`src/rtl/acquire_rr_lock_arbiter_pkg.sv`:
```
// Shared Acquire-channel definitions: packed field layout, a_type encodings
// and the width helper used by the arbiter and its round-robin picker.
package acquire_pkg;

  localparam int ACQ_W     = 183;
  localparam int ACQ_BEATS = 4;

  // Field layout, LSB offsets (addr_block sits at the MSB end)
  localparam int DATA_LSB    = 0;
  localparam int DATA_W      = 128;
  localparam int UNION_LSB   = 128;
  localparam int UNION_W     = 17;
  localparam int ATYPE_LSB   = 145;
  localparam int ATYPE_W     = 3;
  localparam int BUILTIN_BIT = 148;
  localparam int BEAT_LSB    = 149;
  localparam int BEAT_W      = 2;
  localparam int XACT_LSB    = 151;
  localparam int XACT_W      = 6;
  localparam int BLOCK_LSB   = 157;
  localparam int BLOCK_W     = 26;

  localparam logic [ATYPE_W-1:0] GET       = 3'b000;
  localparam logic [ATYPE_W-1:0] PUT_BLOCK = 3'b011;

  typedef enum logic {
    ARB_IDLE   = 1'b0,
    ARB_LOCKED = 1'b1
  } arb_state_e;

  // Index width that stays at least 1 bit for degenerate sizes
  function automatic int clog2c(input int n);
    return (n > 1) ? $clog2(n) : 1;
  endfunction

endpackage

```
`src/rtl/acquire_rr_lock_arbiter_rr_pick.sv`:
```
// Combinational round-robin picker: first set request after ptr, modulo N.
// When nothing is requested, idx points at ptr+1 and found is low.
module rr_pick
  import acquire_pkg::*;
#(
  parameter  int N  = 3,
  localparam int IW = clog2c(N)
) (
  input  logic [N-1:0]  req,
  input  logic [IW-1:0] ptr,
  output logic [N-1:0]  oh,
  output logic [IW-1:0] idx,
  output logic          found
);

  int p;
  int j;

  always_comb begin
    p     = int'(ptr);
    j     = 0;
    idx   = IW'((p + 1) % N);
    found = 1'b0;
    oh    = '0;
    // Scan farthest-first so the nearest hit after ptr is the one that sticks
    for (int k = N; k >= 1; k--) begin
      j = (p + k) % N;
      if (req[j]) begin
        idx   = IW'(j);
        found = 1'b1;
      end
    end
    if (found) oh[idx] = 1'b1;
  end

endmodule

```
`src/rtl/acquire_rr_lock_arbiter.sv`:
```
// N-way round-robin Acquire arbiter: locks the grant across PutBlock beats and
// throttles each source by its count of Grant-outstanding transactions.
module acquire_rr_lock_arbiter
  import acquire_pkg::*;
#(
  parameter  int N       = 3,
  parameter  int MAX_OUT = 2,
  parameter  int BEATS   = ACQ_BEATS,
  parameter  int W       = ACQ_W,
  localparam int IW      = clog2c(N),
  localparam int CW      = clog2c(MAX_OUT + 1),
  localparam int BW      = clog2c(BEATS)
) (
  input  logic            clk,
  input  logic            reset,
  input  logic [N-1:0]    io_in_valid,
  output logic [N-1:0]    io_in_ready,
  input  logic [N*W-1:0]  io_in_bits,
  output logic            io_out_valid,
  input  logic            io_out_ready,
  output logic [W-1:0]    io_out_bits,
  output logic [IW-1:0]   io_chosen,
  input  logic            io_gnt_done_valid,
  input  logic [IW-1:0]   io_gnt_done_src,
  output logic            io_err
);

  arb_state_e            state_q, state_d;
  logic [IW-1:0]         lock_idx, rr_ptr, chosen, pick_idx;
  logic [BW-1:0]         beat_cnt;
  logic [N-1:0][CW-1:0]  out_cnt;
  logic [N-1:0]          eligible, pick_oh, dec;
  logic                  pick_found, locked, fire, multibeat, done_ok, err;
  logic [W-1:0]          sel_bits;

  for (genvar i = 0; i < N; i++) begin : g_elig
    assign eligible[i] = io_in_valid[i] && (out_cnt[i] < CW'(MAX_OUT));
  end

  rr_pick #(.N(N)) u_pick (
    .req   (eligible),
    .ptr   (rr_ptr),
    .oh    (pick_oh),
    .idx   (pick_idx),
    .found (pick_found)
  );

  assign locked    = (state_q == ARB_LOCKED);
  assign sel_bits  = io_in_bits[int'(chosen)*W +: W];
  assign multibeat = sel_bits[BUILTIN_BIT] && (sel_bits[ATYPE_LSB +: ATYPE_W] == PUT_BLOCK);
  assign fire      = io_out_valid && io_out_ready;

  // State register
  always_ff @(posedge clk) begin
    if (reset) state_q <= ARB_IDLE;
    else       state_q <= state_d;
  end

  // Next state
  always_comb begin
    state_d = state_q;
    case (state_q)
      ARB_IDLE:   if (fire && multibeat && BEATS > 1) state_d = ARB_LOCKED;
      ARB_LOCKED: if (fire && beat_cnt == BW'(BEATS - 1)) state_d = ARB_IDLE;
      default:    state_d = ARB_IDLE;
    endcase
  end

  // Outputs: the grant is fully combinational, nothing on the data path is registered
  always_comb begin
    chosen       = locked ? lock_idx : pick_idx;
    io_out_valid = locked ? io_in_valid[lock_idx] : pick_found;
    for (int i = 0; i < N; i++)
      io_in_ready[i] = io_out_ready && (locked ? (lock_idx == IW'(i)) : pick_oh[i]);
  end

  assign io_out_bits = sel_bits;
  assign io_chosen   = chosen;
  assign io_err      = err;

  always_ff @(posedge clk) begin
    if (reset) begin
      lock_idx <= '0;
      beat_cnt <= '0;
      rr_ptr   <= IW'(N - 1);
    end else if (fire) begin
      if (!locked) begin
        rr_ptr <= chosen;
        if (multibeat && BEATS > 1) begin
          lock_idx <= chosen;
          beat_cnt <= BW'(1);
        end
      end else if (beat_cnt == BW'(BEATS - 1)) begin
        beat_cnt <= '0;
      end else begin
        beat_cnt <= beat_cnt + BW'(1);
      end
    end
  end

  // Out-of-range sources have no counter and are treated as zero outstanding
  always_comb begin
    done_ok = 1'b0;
    dec     = '0;
    for (int i = 0; i < N; i++) begin
      if (io_gnt_done_valid && io_gnt_done_src == IW'(i) && out_cnt[i] != '0) begin
        dec[i]  = 1'b1;
        done_ok = 1'b1;
      end
    end
  end

  always_ff @(posedge clk) begin
    if (reset)                               err <= 1'b0;
    else if (io_gnt_done_valid && !done_ok)  err <= 1'b1;
  end

  for (genvar i = 0; i < N; i++) begin : g_cnt
    logic inc;
    assign inc = fire && !locked && (chosen == IW'(i));

    always_ff @(posedge clk) begin
      if (reset)
        out_cnt[i] <= '0;
      else if (inc && !dec[i] && out_cnt[i] != CW'(MAX_OUT))
        out_cnt[i] <= out_cnt[i] + CW'(1);
      else if (dec[i] && !inc)
        out_cnt[i] <= out_cnt[i] - CW'(1);
    end
  end

endmodule

```
`config.mk`:
```
export PLATFORM = sky130hd
export DESIGN_NAME = acquire_rr_lock_arbiter
export DESIGN_NICKNAME = d
export VERILOG_FILES = /design/src/rtl/acquire_rr_lock_arbiter_pkg.sv /design/src/rtl/acquire_rr_lock_arbiter_rr_pick.sv /design/src/rtl/acquire_rr_lock_arbiter.sv
export SDC_FILE = /design/constraint.sdc
export NUM_CORES = 1
export LEC_CHECK = 0
export BUFFER_PORTS_ARGS = -buffer_cell sky130_fd_sc_hd__buf_4
export CORE_AREA = 2 2 290 292
export DETAILED_ROUTE_END_ITERATION = 16
export DIE_AREA = 0 0 292 294
export GPL_TIMING_DRIVEN = 0
export HOLD_SLACK_MARGIN = 0.12
export PLACE_DENSITY = 0.32
export SETUP_SLACK_MARGIN = 0.2
export SYNTH_ARGS = -nofsm -noshare
export SYNTH_HDL_FRONTEND = slang
export SYNTH_SLANG_ARGS = --single-unit
```
`constraint.sdc`:
```
create_clock -name clk -period 2.35 [get_ports clk]
set_input_delay 0.1175 -clock clk [delete_from_list [all_inputs] [get_ports clk]]
set_output_delay 0.1175 -clock clk [all_outputs]
set_load 0.005 [all_outputs]
```
Word-level counts from Yosys, hierarchy flattened
Index checks and enable logic that the tools add are counted.
W data, S select, Z words.
{ "op_classes": {"add_sub_neg": 10, "n_reduce_logical": 52, "n_mux": 42, "order_cmp": 9, "eq_ne": 11, "multipliers": 1, "n_bitwise": 1, "n_div": 3, "shifts": 1} }
{ "ops": {"columns": ["operator", "n"], "rows": [
  ["$shiftx A549 B11 Y183", 1],
  ["$lt A32 B4 Y1 const B", 3],
  ["$mod A32 B3 Y32 const B", 3],
  ["$logic_and A1 B1 Y1", 31],
  ["$mux W2", 13],
  ["$mux W1", 22],
  ["$reduce_bool A2 Y1", 7],
  ["$mul A2 B8 Y10 const B", 1],
  ["$add A2 B1 Y2 const B", 4],
  ["$bmux W1 S2", 4],
  ["$eq A2 B2 Y1 const B", 4],
  ["$logic_not A1 Y1", 8],
  ["$add A2 B2 Y3 const B", 2],
  ["$eq A2 B1 Y1 const B", 3],
  ["$logic_not A2 Y1", 3],
  ["$lt A2 B2 Y1 const B", 3],
  ["$lt A2 B3 Y1 const B", 2],
  ["$ne A2 B2 Y1 const B", 3],
  ["$sub A2 B1 Y2 const B", 3],
  ["$reduce_and A2 Y1", 2],
  ["$add A2 B1 Y3 const B", 1],
  ["$eq A3 B2 Y1 const B", 1],
  ["$mux W3", 1],
  ["$reduce_and A3 Y1", 1],
  ["other kinds (4)", 4]
]} }
{ "totals": {"reg_bits": 14, "output_inout_bits": 190} }

Depth between registers and ports, before layout
Gate-level depths: netlist of run 1.
{ "logic_depth": {"depth_word": 16, "depth_mapped": 12, "mapped_depth_nobuf": 10} }

Hierarchy
From an unflattened synthesis of run 1, not the netlist that was laid out.
{ "hier_totals": {"cells_unflattened": 763, "area_unflattened_um2": 5161.2} }
{ "by_module_without_submodules": {"columns": ["module", "instances", "cells_each", "seq_area_each_um2", "area_per_inst_um2"], "rows": [
  ["acquire_rr_lock_arbiter", 1, 730, 280.3, 4921.0],
  ["rr_pick", 1, 33, 0.0, 240.2]
]} }

Least setup slack after synthesis of run 1
Ideal clock, no wire load.
{ "synth_timing": {"path_type": "reg2out", "start": "register rr_ptr[0]", "end": "output port io_out_bits[100]", "path_stages_with_launch": 13, "arrival_time_ps": 2334, "path_buffers": 3, "path_slack_ps": -101, "path_cell_list": "dfxtp_1 inv_1 ha_1 buf_4 and4bb_1 a21oi_1 a21bo_1 a2111o_1 nand2_1 buf_2 buf_2 nand2_1 o21ai_1"} }
{ "synth_between": {"elab_chain_cells": 11, "word_cells_on_any_way": 21, "cone_classes": "add/sub: 3; mul: 1; div: 3; shift: 1; mux: 13"} }
{ "synth_lines": {"columns": ["element", "line", "text"], "rows": [
  ["start, declared", "acquire_rr_lock_arbiter.sv:29", "logic [IW-1:0] lock_idx, rr_ptr, chosen, pick_idx;"],
  ["start signal, assigned", "acquire_rr_lock_arbiter.sv:85", "rr_ptr <= IW'(N - 1);"],
  ["start signal, assigned", "acquire_rr_lock_arbiter.sv:88", "rr_ptr <= chosen;"],
  ["$add A2 B2 Y3", "acquire_rr_lock_arbiter_rr_pick.sv:27", "j = (p + k) % N;"],
  ["$mod A32 B3 Y32", "acquire_rr_lock_arbiter_rr_pick.sv:27", null],
  ["$bmux W1 S2", "acquire_rr_lock_arbiter_rr_pick.sv:28", "if (req[j]) begin"],
  ["$mux W1 (implied by the code) (2 in series)", "acquire_rr_lock_arbiter_rr_pick.sv:28", null],
  ["$mux W2 (2 in series)", "acquire_rr_lock_arbiter_rr_pick.sv:28", null],
  ["$mux W2 *", "acquire_rr_lock_arbiter_rr_pick.sv:28", null],
  ["$mux W2 *", "acquire_rr_lock_arbiter.sv:71", "chosen = locked ? lock_idx : pick_idx;"],
  ["$mul A2 B8 Y10 *", "acquire_rr_lock_arbiter.sv:49", "assign sel_bits = io_in_bits[int'(chosen)*W +: W];"],
  ["$shiftx A549 B11 Y183 *", "acquire_rr_lock_arbiter.sv:49", null],
  ["end, declared", "acquire_rr_lock_arbiter.sv:21", "output logic [W-1:0] io_out_bits,"]
]} }
Mark *: on every way between the ends. The rest lies on a longest branch, timed or not. The select of a mux whose other input is x is not followed.

Final worst setup path of run 1
{ "layout_timing": {"start": "register rr_ptr[0]", "end": "output port io_out_bits[23]"} }
Same word-level chain as after synthesis.

==> reports/results.tsv, run 1 <==
stage	metric	value	unit
outcome	result of the run	finished, violations left	
outcome	failing checks	setup timing	
global_route	largest net degree at the start of global routing	11	
power_and_ir_drop	cell leakage power	0.00666	uW
global_route	met2 Use GR	19.5	%
sta	unrepaired setup endpoints after global routing	true	
floorplan	core area	0.0829	mm2
sta	fin crit period	3.08	ns
run	number of max-cap violations	0	
yosys	synth warn	0	
sta	max-slew violation count	0	
drt	DRC	0	
floorplan	Rows	106	
clock_network	cts hold-fix bufs	0	
yosys	synthesized area per cell	6.46	um2
worst_setup_path	Worst Setup Path Type	flip-flop to output pin	
worst_setup_path	startpoint types	flip-flop	
sta	final hold vios	0	
clock_network	clock buffer count from CTS	3	
global_route	number of global-route vias before repair	9460	
yosys	share of the yosys chip area belonging to registers	5.66	%
placement	final HPWL from detailed placement	43.3	mm
yosys	register bit total from synthesis	14	
cells_and_area	post-layout util	17.8	%
global_route	met1 Use GR	13.4	%
sta	Fin Setup TNS	-124.15	ns
cells_and_area	share of layout cells above drive strength 1	69.8	%
worst_setup_path	worst reg2reg startpoint	rr_ptr[0]	
min_path	Hold Crit Depth	3	
sta	Worst slew margin	36.5	%
min_path	Worst Hold Endpoint	io_err	
floorplan	I/O pin cnt	748	
clock_network	CTS tree	done	
sta	Tightest Pin Transition	0.940	ns
power_and_ir_drop	Switch Pwr	7240	uW
yosys	Yosys top cell by area	mux2i_1	
cells_and_area	Layout area overhead	198	%
sta	Setup Skew	0.00379	ns
min_path	min-delay src	io_gnt_done_valid	
floorplan	Die Height	294	um
power_and_ir_drop	Pint	8110	uW
worst_setup_path	R2R Setup Slk	-0.52	ns
drt	drt wl/cell	19.7	um
drt	via/cell ratio	3.45	
power_and_ir_drop	sequential power share	2.0	%
global_route	first-pass GRT wire length	67.8	mm
clock_network	clock sink count	14	
clock_network	root buffer cell	clkbuf_16	
cells_and_area	Final nets	2134	
drt	Iter 0 DRT Violations	344	
placement	gpl congestion	0.897	
drt	WL final	52.1	mm
yosys	Syn Inst Count	767	
placement	pre-CTS setup slack	-1.33	ns
yosys	EDFF count, synth	0	
drt	Vias	9162	
yosys	Synth Flop Type	dfxtp_1	
global_route	initial antenna violation count	11	
worst_setup_path	CP Max Fanout	8	
yosys	area share of the largest cell type after synthesis	37.8	%
yosys	top cells by area, synth	mux2i_1, o21ai_1, nand2_1	
worst_setup_path	r2r endpoint	lock_idx[1]	
global_route	Global Route Usage Sum	10.9	%
worst_setup_path	Worst Path Required	2.23	ns
yosys	syn nets	1329	
clock_network	worst skew pair latency	0.24	ns
worst_setup_path	R2R depth	12	
power_and_ir_drop	Max rail drop VDD	0.563	mV
yosys	most instantiated cells after synthesis	nand2_1, mux2i_1, o21ai_1, buf_2, clkbuf_1	
drt	Pre-antenna DRT Iters	5	
placement	I/O Buffers	746	
global_route	Overflow after GRT	0	
sta	Worst Setup Slack, final	-0.725	ns
worst_setup_path	element type at the critical path end	output pin	
power_and_ir_drop	Gate power share	95.8	%
yosys	count leader, synth	nand2_1	
worst_setup_path	WP data arrival	2.96	ns
sta	Max Freq	325	MHz
sta	hold slack final	0.153	ns
clock_network	H-tree depth	1	
global_route	most used routing layer in global routing	met2	
min_path	Hold/Removal Path Class	input pin to flip-flop	
clock_network	Bufs on Longest Clock Path	2	
power_and_ir_drop	switching share of total power	47.2	%
yosys	Synth Cell Area	0.00495	mm2
sta	final worst path period share	131	%
sta	Final Setup Violations	200	
power_and_ir_drop	pwr dens	1040	mW/mm2
drt	remaining antenna violation count	0	
power_and_ir_drop	Clock Power Share	2.1	%
floorplan	Die Footprint	0.0858	mm2
yosys	FFs w/ async S/R, synth	0	%
clock_network	CTS clock-pin slew for the worst setup and hold paths	0.05	ns
floorplan	die span in x	292	um
global_route	routing usage on met3	2.36	%
yosys	Cell variety after synth	57	
floorplan	Initial Util	5.98	%
[cell families after synthesis]
logic type | synth area share (%)
AO/OA/AOI/OAI | 25.6
multiplexers | 37.8
buffers and inverters | 7.05
AND/OR/NAND/NOR | 21.3
XOR/XNOR | 1.34
flip-flops | 5.66
adder cells (fa/ha/maj) | 1.24
[sequential cells by signal (all words and copies together), names as in the netlist]
signal,count
beat_cnt,2
lock_idx,2
rr_ptr,2
out_cnt,6
locked,1
io_err,1
[cell type report]
cell class / count / area (um2)
timing repair buffer: 800 / 6470
fill: 9407 / 68100
inverter: 7 / 36.3
antenna: 3 / 7.51
multi-input combinational: 679 / 5640
buffer: 67 / 910
tap: 1080 / 1350
clock buffer: 3 / 75.1
sequential: 14 / 283
[routing by layer]
layer | vias up | part of all wire, %
li1 | 4369 | -
met2 | 466 | 51
met5 | - | 0.079
met4 | 6 | 1.7
met3 | 42 | 7.0
met1 | 4279 | 41
[worst max-delay path by stage]
| stage | end | slack, ns | cells past startpoint | start |
|---|---|---|---|---|
| floorplan | lock_idx[0] | 0.003 | 10 | rr_ptr[0] |
| global placement | io_out_bits[112] | -1.52 | 11 | rr_ptr[0] |
| detailed placement | io_out_bits[12] | -1.33 | 12 | rr_ptr[0] |
| CTS | io_out_bits[76] | -0.72 | 15 | rr_ptr[0] |
| global route | io_out_bits[76] | -0.83 | 15 | rr_ptr[0] |
| finish | io_out_bits[23] | -0.73 | 15 | rr_ptr[0] |
[per-stage QoR]
step	cells	total power [uW]	cell area (um2)
CTS	2628	14000	13700
detailed placement	2593	10600	12100
global placement	2593	10700	12100
floorplan	767	4640	5110
finish	2653	15300	14800
global route	2651	16300	14800
[power groups by stage]
stage	registers, uW	clock network [uW]	logic [uW]
3_3_place_gp	315	0	10400
5_1_grt	320	342	15700
3_5_place_dp	317	0	10300
4_1_cts	312	329	13300
2_1_floorplan	308	0	4330
6_report	314	323	14700
[placed cells by master, fill, tap and decap left out, drive strengths merged, types with 4 or more instances in the layout]
master	netlist	routed
nand2	197	197
clkbuf	20	28
a31oi	4	4
inv	6	6
ha	4	4
mux2i	187	187
buf	47	842
and2	5	5
xnor2	4	4
a21oi	16	16
o21ai	191	191
nor3	4	4
dfxtp	14	14
nor2	12	12
nand2b	6	6
[critical path, stage by stage (launching register included)]
cell	delay, ns
dfxtp_2	0.33
inv_2	0.05
ha_4	0.26
buf_8	0.12
inv_4	0.04
o32a_1	0.32
a21bo_1	0.23
a2111o_1	0.45
nand2_4	0.12
buf_12	0.15
buf_16	0.16
buf_12	0.11
buf_16	0.14
nand2_2	0.05
o21ai_1	0.06
buf_4	0.12
[timing repair]
action                     CTS  global route
cloned                       8             6
gates resized for setup    286           204
setup endpoints to repair  201           202
pin swaps                   20            22
buffers inserted            24            16
Power figures use the tool's default switching activity.
==> run 2: changes to the inputs <==
--- a/config.mk
+++ b/config.mk
@@ -13,6 +13,7 @@
 export HOLD_SLACK_MARGIN = 0.12
 export PLACE_DENSITY = 0.32
 export SETUP_SLACK_MARGIN = 0.2
+export SLEW_MARGIN = 15
 export SYNTH_ARGS = -nofsm -noshare
 export SYNTH_HDL_FRONTEND = slang
 export SYNTH_SLANG_ARGS = --single-unit
==> constraint.sdc (replaced) <==
create_clock -name clk -period 2.35 [get_ports clk]
set_input_delay 0.47 -clock clk [delete_from_list [all_inputs] [get_ports clk]]
set_output_delay 0.47 -clock clk [all_outputs]
set_load 0.005 [all_outputs]
==> reports/results.tsv, run 2 (synthesis gave the netlist of run 1 again) <==
stage	metric	value	unit	change
outcome	result of the run	finished, violations left		
outcome	failing checks	setup timing		
drt	WL final	47.2	mm	-9.6%
global_route	Global Route Usage Sum	9.99	%	-0.88 points
power_and_ir_drop	Switch Pwr	6350	uW	-12%
cells_and_area	post-layout util	16.4	%	-1.4 points
floorplan	Die Footprint	0.0858	mm2	unchanged
placement	I/O Buffers	746		unchanged
worst_setup_path	element type at the critical path end	output pin		
worst_setup_path	R2R depth	10		-2
min_path	Hold/Removal Path Class	flip-flop to flip-flop		
power_and_ir_drop	Clock Power Share	2.8	%	+0.7 points
sta	unrepaired setup endpoints after global routing	true		
sta	Worst Setup Slack, final	-1.05	ns	-0.328 ns
sta	fin crit period	3.40	ns	+0.328 ns
sta	Max Freq	294	MHz	-9.6%
drt	drt wl/cell	18.0	um	-8.7%
drt	Pre-antenna DRT Iters	5		unchanged
clock_network	CTS clock-pin slew for the worst setup and hold paths	0.05	ns	about the same
power_and_ir_drop	Max rail drop VDD	0.588	mV	+4.6%
cells_and_area	Biggest register	out_cnt		
sta	Worst slew margin	40.2	%	+3.8 points
floorplan	Rows	106		unchanged
cells_and_area	footprint of the multi-input gates	0.00507	mm2	-10%
clock_network	H-tree depth	1		unchanged
sta	Final Setup Violations	200		unchanged
power_and_ir_drop	cell leakage power	0.00608	uW	-8.6%
cells_and_area	total area of sequential cells	285	um2	+0.89%
power_and_ir_drop	pwr dens	969	mW/mm2	-6.7%
clock_network	cts hold-fix bufs	0		unchanged
cells_and_area	Layout area overhead	175	%	
cells_and_area	max reg flops	6		unchanged
power_and_ir_drop	Pint	6850	uW	-15%
power_and_ir_drop	sequential power share	2.4	%	+0.4 points
min_path	Hold Crit Depth	2		-1
clock_network	worst skew pair latency	0.24	ns	about the same
sta	max-slew violation count	0		unchanged
cells_and_area	post-route insts no fill	2627		-0.98%
cells_and_area	most frequent cells in the layout	buf_4, mux2i_1, nand2_1		
placement	gpl congestion	0.845		-5.8%
cells_and_area	Final nets	2109		-1.2%
worst_setup_path	Worst Setup Path Type	flip-flop to output pin		
placement	Inst Count DP	2593		unchanged
floorplan	die span in x	292	um	unchanged
floorplan	core area	0.0829	mm2	unchanged
global_route	initial antenna violation count	2		-9
global_route	largest net degree at the start of global routing	11		unchanged
drt	remaining antenna violation count	0		unchanged
floorplan	Die Height	294	um	unchanged
power_and_ir_drop	switching share of total power	48.1	%	+0.95 points
clock_network	CTS tree	done		
power_and_ir_drop	Gate power share	94.9	%	-0.9 points
sta	Tightest Pin Transition	0.885	ns	-0.0555 ns
sta	final hold vios	0		unchanged
cells_and_area	Filler Cell Count	9498		+0.97%
clock_network	root buffer cell	clkbuf_16		
worst_setup_path	CP Max Fanout	8		unchanged
cells_and_area	share of layout cells above drive strength 1	64.8	%	-5.0 points
cells_and_area	most common cell after layout, fill and taps aside	buf_4		
sta	Setup Skew	0.00105	ns	-0.00275 ns
floorplan	I/O pin cnt	748		unchanged
clock_network	clock buffer count from CTS	3		unchanged
worst_setup_path	startpoint types	flip-flop		
power_and_ir_drop	Design Power	13200	uW	-14%
placement	final HPWL from detailed placement	40.5	mm	-6.5%
clock_network	Bufs on Longest Clock Path	2		unchanged
global_route	number of global-route vias before repair	9446		-0.15%
worst_setup_path	WP data arrival	2.93	ns	-0.03 ns
drt	via/cell ratio	3.41		-1.3%
drt	Iter 0 DRT Violations	245		-29%
sta	final worst path period share	145	%	+14 points
global_route	first-pass GRT wire length	63.7	mm	-6.0%
drt	DRC	0		unchanged
floorplan	Initial Util	5.98	%	unchanged
run	number of max-cap violations	0		unchanged
worst_setup_path	Worst Path Required	1.88	ns	-0.35 ns
drt	Vias	8955		-2.3%
global_route	Overflow after GRT	0		unchanged
clock_network	clock sink count	14		unchanged
## run 2: changes by cell type in the layout (fill, tap and decap cells not counted), moves of 6 or more
cell / previous run / this run
o21ai_4: 18 / 8
o21ai_0: 3 / 13
mux2i_1: 163 / 179
buf_4: 753 / 762
nand2_4: 68 / 34
nand2_1: 108 / 137
buf_12: 25 / 14
mux2i_2: 19 / 6
nand2_2: 19 / 25
o21ai_2: 71 / 64
clkbuf_16: 13 / 5
o21ai_1: 99 / 106
buf_6: 41 / 21
## run 2: worst paths after layout
| path | start | end | slack, ns |
|---|---|---|---|
| max | rr_ptr[1] | io_out_bits[90] | -1.05 |
| max reg2reg | rr_ptr[1] | lock_idx[1] | -0.35 |
| min reg2reg | beat_cnt[1] | beat_cnt[1] | 0.47 |
| min | beat_cnt[1] | beat_cnt[1] | 0.47 |
## run 2: layout make-up
class / count / share of cell area (%)
clock buffers: 4 / 0.652
multi-input cells: 679 / 37.2
diodes: 1 / 0.0184
flip-flops and latches: 14 / 2.09
repair buffers: 775 / 44.3
plain buffers: 67 / 5.53
inverters: 7 / 0.285
well taps: 1080 / 9.92
## run 2: metrics by stage
step | setup WS [ns] | area (um2) | hold WS, ns | TNS (ns)
after global placement | -2.17 | 12100 | 0.455 | -271.52
after CTS | -1.07 | 13300 | 0.472 | -182.02
after floorplan | -0.394 | 5100 | 0.444 | -69.77
after detailed placement | -1.67 | 12100 | 0.464 | -228.76
after global routing | -1.16 | 13600 | 0.492 | -201.05
final | -1.05 | 13600 | 0.469 | -174.00
## run 2: worst max-delay path: stages, from the launching register on
cell and delay (ns):
dfxtp_4 0.35, ha_4 0.24, buf_8 0.13, and4bb_1 0.22, a21oi_1 0.12, a21bo_2 0.26
a2111o_1 0.44, nand2_4 0.13, buf_12 0.16, buf_4 0.13, buf_8 0.11, buf_6 0.10
nand2_4 0.05, o21ai_4 0.09, buf_6 0.13
## run 2: power groups by stage
stage / Combinational, uW / Clock (uW) / Sequential (uW)
after floorplan: 4290 / 0 / 308
after global routing: 13500 / 380 / 321
after global placement: 10200 / 0 / 316
after detailed placement: 10200 / 0 / 319
after CTS: 12100 / 372 / 314
final: 12500 / 365 / 314
## run 2: timing repair
item                                    in CTS  in global routing
resized for setup                          230                 83
pin swaps                                   30                  2
endpoints found under the setup margin     201                202
setup buffers                               20                  2
cloned                                       6                  1
## run 2: per-layer routing
layer	GRT usage [%]	wire (um)	part of all wire [%]	vias to the layer above
met4	2.41	1090	2.3	0
li1	-	-	-	4313
met5	0	0	0	-
met3	1.65	2960	6.3	35
met2	18.3	24000	51	471
met1	12.0	19100	41	4136
==> run 3: changes to the inputs <==
--- a/config.mk
+++ b/config.mk
@@ -6,14 +6,15 @@
 export NUM_CORES = 1
 export LEC_CHECK = 0
 export BUFFER_PORTS_ARGS = -buffer_cell sky130_fd_sc_hd__buf_4
-export CORE_AREA = 2 2 290 292
+export CORE_AREA = 2 2 288 290
 export DETAILED_ROUTE_END_ITERATION = 16
-export DIE_AREA = 0 0 292 294
+export DIE_AREA = 0 0 290 292
 export GPL_TIMING_DRIVEN = 0
 export HOLD_SLACK_MARGIN = 0.12
-export PLACE_DENSITY = 0.32
+export PLACE_DENSITY = 0.33
 export SETUP_SLACK_MARGIN = 0.2
 export SLEW_MARGIN = 15
 export SYNTH_ARGS = -nofsm -noshare
 export SYNTH_HDL_FRONTEND = slang
+export SYNTH_HIERARCHICAL = 1
 export SYNTH_SLANG_ARGS = --single-unit
==> reports/results.tsv, run 3 <==
stage	metric	value	unit	change
worst_setup_path	Worst Setup Path Type	flip-flop to output pin		
drt	Pre-antenna DRT Iters	5		unchanged
yosys	area share of the largest cell type after synthesis	37.0	%	-0.74 points
yosys	top cells by area, synth	mux2i_1, o21ai_1, nand2_1		
drt	via/cell ratio	3.42		+0.18%
yosys	syn nets	1326		-0.23%
run	number of max-cap violations	0		unchanged
sta	final worst path period share	157	%	+12 points
worst_setup_path	WP depth	17		+3
worst_setup_path	CP Max Fanout	9		+1
clock_network	root buffer cell	clkbuf_16		
yosys	register bit total from synthesis	14		unchanged
clock_network	Bufs on Longest Clock Path	2		unchanged
sta	Fin Setup TNS	-235.94	ns	-61.94 ns
drt	drt wl/cell	22.7	um	+27%
clock_network	clock buffer count from CTS	3		unchanged
sta	max-slew violation count	0		unchanged
worst_setup_path	Worst Path Buf+Inv	8		+2
drt	WL final	60.2	mm	+28%
sta	Setup Skew	0.00406	ns	+0.00301 ns
drt	DRC	0		unchanged
floorplan	die span in x	290	um	-0.68%
power_and_ir_drop	Design Power	26500	uW	+100%
yosys	synth warn	6		+6
sta	fin crit period	3.69	ns	+0.286 ns
worst_setup_path	CP max stage delay	0.33	ns	-0.11 ns
worst_setup_path	Worst Path Required	1.88	ns	about the same
global_route	initial antenna violation count	9		+7
sta	Worst Setup Slack, final	-1.34	ns	-0.286 ns
floorplan	Initial Util	6.33	%	+0.35 points
sta	Max Freq	271	MHz	-7.7%
cells_and_area	post-layout util	17.5	%	+1.1 points
global_route	Global Route Usage Sum	13.2	%	+3.2 points
worst_setup_path	CP delay by family, top	buffers and inverters		
power_and_ir_drop	Max rail drop VDD	0.479	mV	-19%
global_route	Overflow after GRT	0		unchanged
yosys	EDFF count, synth	0		unchanged
power_and_ir_drop	pwr dens	1850	mW/mm2	+91%
drt	Vias	9043		+0.98%
yosys	Synth Flop Type	dfxtp_1		
outcome	result of the run	finished, violations left		
global_route	first-pass GRT wire length	79.1	mm	+24%
placement	dpl cell area	0.0122	mm2	+1.5%
cells_and_area	share of layout cells above drive strength 1	63.5	%	-1.4 points
drt	remaining antenna violation count	0		unchanged
yosys	Yosys top cell by area	mux2i_1		
worst_setup_path	worst reg2reg startpoint	rr_ptr[0]		
global_route	number of global-route vias before repair	9511		+0.69%
cells_and_area	max reg flops	6		unchanged
clock_network	worst skew pair latency	0.24	ns	about the same
power_and_ir_drop	cell leakage power	0.00646	uW	+6.2%
clock_network	cts hold-fix bufs	0		unchanged
worst_setup_path	R2R Setup Slk	-0.89	ns	-0.54 ns
placement	final HPWL from detailed placement	51.9	mm	+28%
outcome	failing checks	setup timing		
clock_network	clock sink count	14		unchanged
cells_and_area	Final nets	2141		+1.5%
cells_and_area	most frequent cells in the layout	buf_4, mux2i_1, nand2_1		
yosys	synthesized area per cell	6.76	um2	+4.7%
clock_network	H-tree depth	1		unchanged
floorplan	core area	0.0816	mm2	-1.6%
min_path	min-delay src	beat_cnt[1]		
yosys	Synth Cell Area	0.00516	mm2	+4.2%
floorplan	Rows	105		-0.94%
sta	Worst slew margin	49.0	%	+8.8 points
floorplan	I/O pin cnt	748		unchanged
yosys	FFs w/ async S/R, synth	0	%	unchanged
yosys	most instantiated cells after synthesis	mux2i_1, nand2_1, o21ai_1, clkbuf_1, buf_6		
sta	unrepaired setup endpoints after global routing	true		
cells_and_area	Biggest register	out_cnt		
min_path	Hold/Removal Path Class	flip-flop to flip-flop		
worst_setup_path	crit path max-delay cell type	dfxtp_2		
clock_network	CTS tree	done		
sta	Final Setup Violations	202		+1.0%
cells_and_area	post-layout instance area	0.0143	mm2	+5.0%
cells_and_area	Layout area overhead	177	%	
worst_setup_path	Worst setup endpoint	io_out_bits[169]		
worst_setup_path	CP startpoint	rr_ptr[0]		
cells_and_area	most common cell after layout, fill and taps aside	buf_4		
worst_setup_path	cells along the critical path	inv_2, ha_4, buf_8, mux2i_4, o22ai_4, o21bai_4, a211oi_2, buf_6, mux2i_4, and2_4, buf_12, buf_16, buf_4, buf_12, nand2_1, o21ai_2, buf_4		
floorplan	Die Footprint	0.0847	mm2	-1.4%
clock_network	CTS clock-pin slew for the worst setup and hold paths	0.05	ns	about the same
floorplan	Die Height	292	um	-0.68%
global_route	largest net degree at the start of global routing	11		unchanged
worst_setup_path	R2R depth	11		+1
sta	Tightest Pin Transition	0.765	ns	-0.120 ns
yosys	share of the yosys chip area belonging to registers	5.43	%	-0.23 points
sta	final hold vios	0		unchanged
placement	I/O Buffers	746		unchanged
worst_setup_path	startpoint types	flip-flop		
worst_setup_path	r2r endpoint	out_cnt[5]		
worst_setup_path	element type at the critical path end	output pin		
worst_setup_path	WP data arrival	3.22	ns	+0.29 ns
yosys	Syn Inst Count	763		-0.52%
placement	gpl congestion	0.930		+10%
drt	Iter 0 DRT Violations	254		+3.7%
yosys	Cell variety after synth	57		unchanged
-- run 3: repair_timing --
| action | 4_1_cts | 5_1_grt |
|---|---|---|
| setup endpoints to repair | 202 | 202 |
| buffers inserted | 36 | 11 |
| cloned | 9 | 8 |
| resized for setup | 147 | 131 |
| pin swaps | 10 | 6 |
-- run 3: power by group --
group	internal, uW	switching, uW
clock	223	97.7
sequential	289	55.6
combinational	13400	12400
total	14000	12600
-- run 3: cell type report --
cell class | instances | area (um2)
timing repair buffer | 810 | 6650
clock buffer | 3 | 75.1
inverter | 9 | 41.3
tap | 1070 | 1340
buffer | 68 | 890
fill | 9319 | 67300
antenna | 2 | 5.00
sequential | 14 | 285
multi-input combinational | 672 | 5030
-- run 3: cells by family (layout without fill, tap and decap cells) --
kind of cell / Yosys count / after routing / share of synthesized area (%)
simple gates: 244 / 244 / 20.4
buf+inv: 77 / 890 / 10.1
fa+ha+maj: 5 / 5 / 1.21
mux: 196 / 196 / 38.4
compound gates: 226 / 226 / 24.4
other cells: 0 / 2 / 0
flops: 14 / 14 / 5.43
xor+xnor: 1 / 1 / 0.170
-- run 3: per-stage QoR --
stage / instances / hold slack [ns] / worst slack (ns)
6_report: 2648 / 0.513 / -1.34
5_1_grt: 2647 / 0.543 / -1.45
4_1_cts: 2627 / 0.511 / -1.35
3_5_place_dp: 2579 / 0.513 / -1.80
3_3_place_gp: 2579 / 0.497 / -1.76
2_1_floorplan: 763 / 0.479 / -0.600
-- run 3: layer usage --
layer | up-vias | routed length, um | track usage [%]
li1 | 4387 | - | -
met1 | 4229 | 24600 | 15.5
met2 | 387 | 30200 | 24.0
met3 | 32 | 4520 | 3.94
met4 | 8 | 882 | 1.71
met5 | - | 49 | 0
-- run 3: worst min-delay path by stage --
stage / cells after the start / slack (ns) / end
detailed placement: 2 / 0.51 / out_cnt[3]
finish: 2 / 0.51 / beat_cnt[1]
floorplan: 2 / 0.48 / out_cnt[3]
global route: 2 / 0.54 / beat_cnt[1]
CTS: 2 / 0.51 / beat_cnt[1]
global placement: 2 / 0.50 / out_cnt[0]
-- run 3: worst reg2reg max path, stage by stage, from the launching register on --
cell,delay (ns)
dfxtp_2,0.33
buf_4,0.12
ha_2,0.27
mux2i_1,0.31
o21bai_4,0.12
buf_4,0.14
nor3_1,0.55
inv_1,0.20
and4bb_2,0.30
a211o_1,0.31
mux2i_1,0.14
mux2_1,0.32
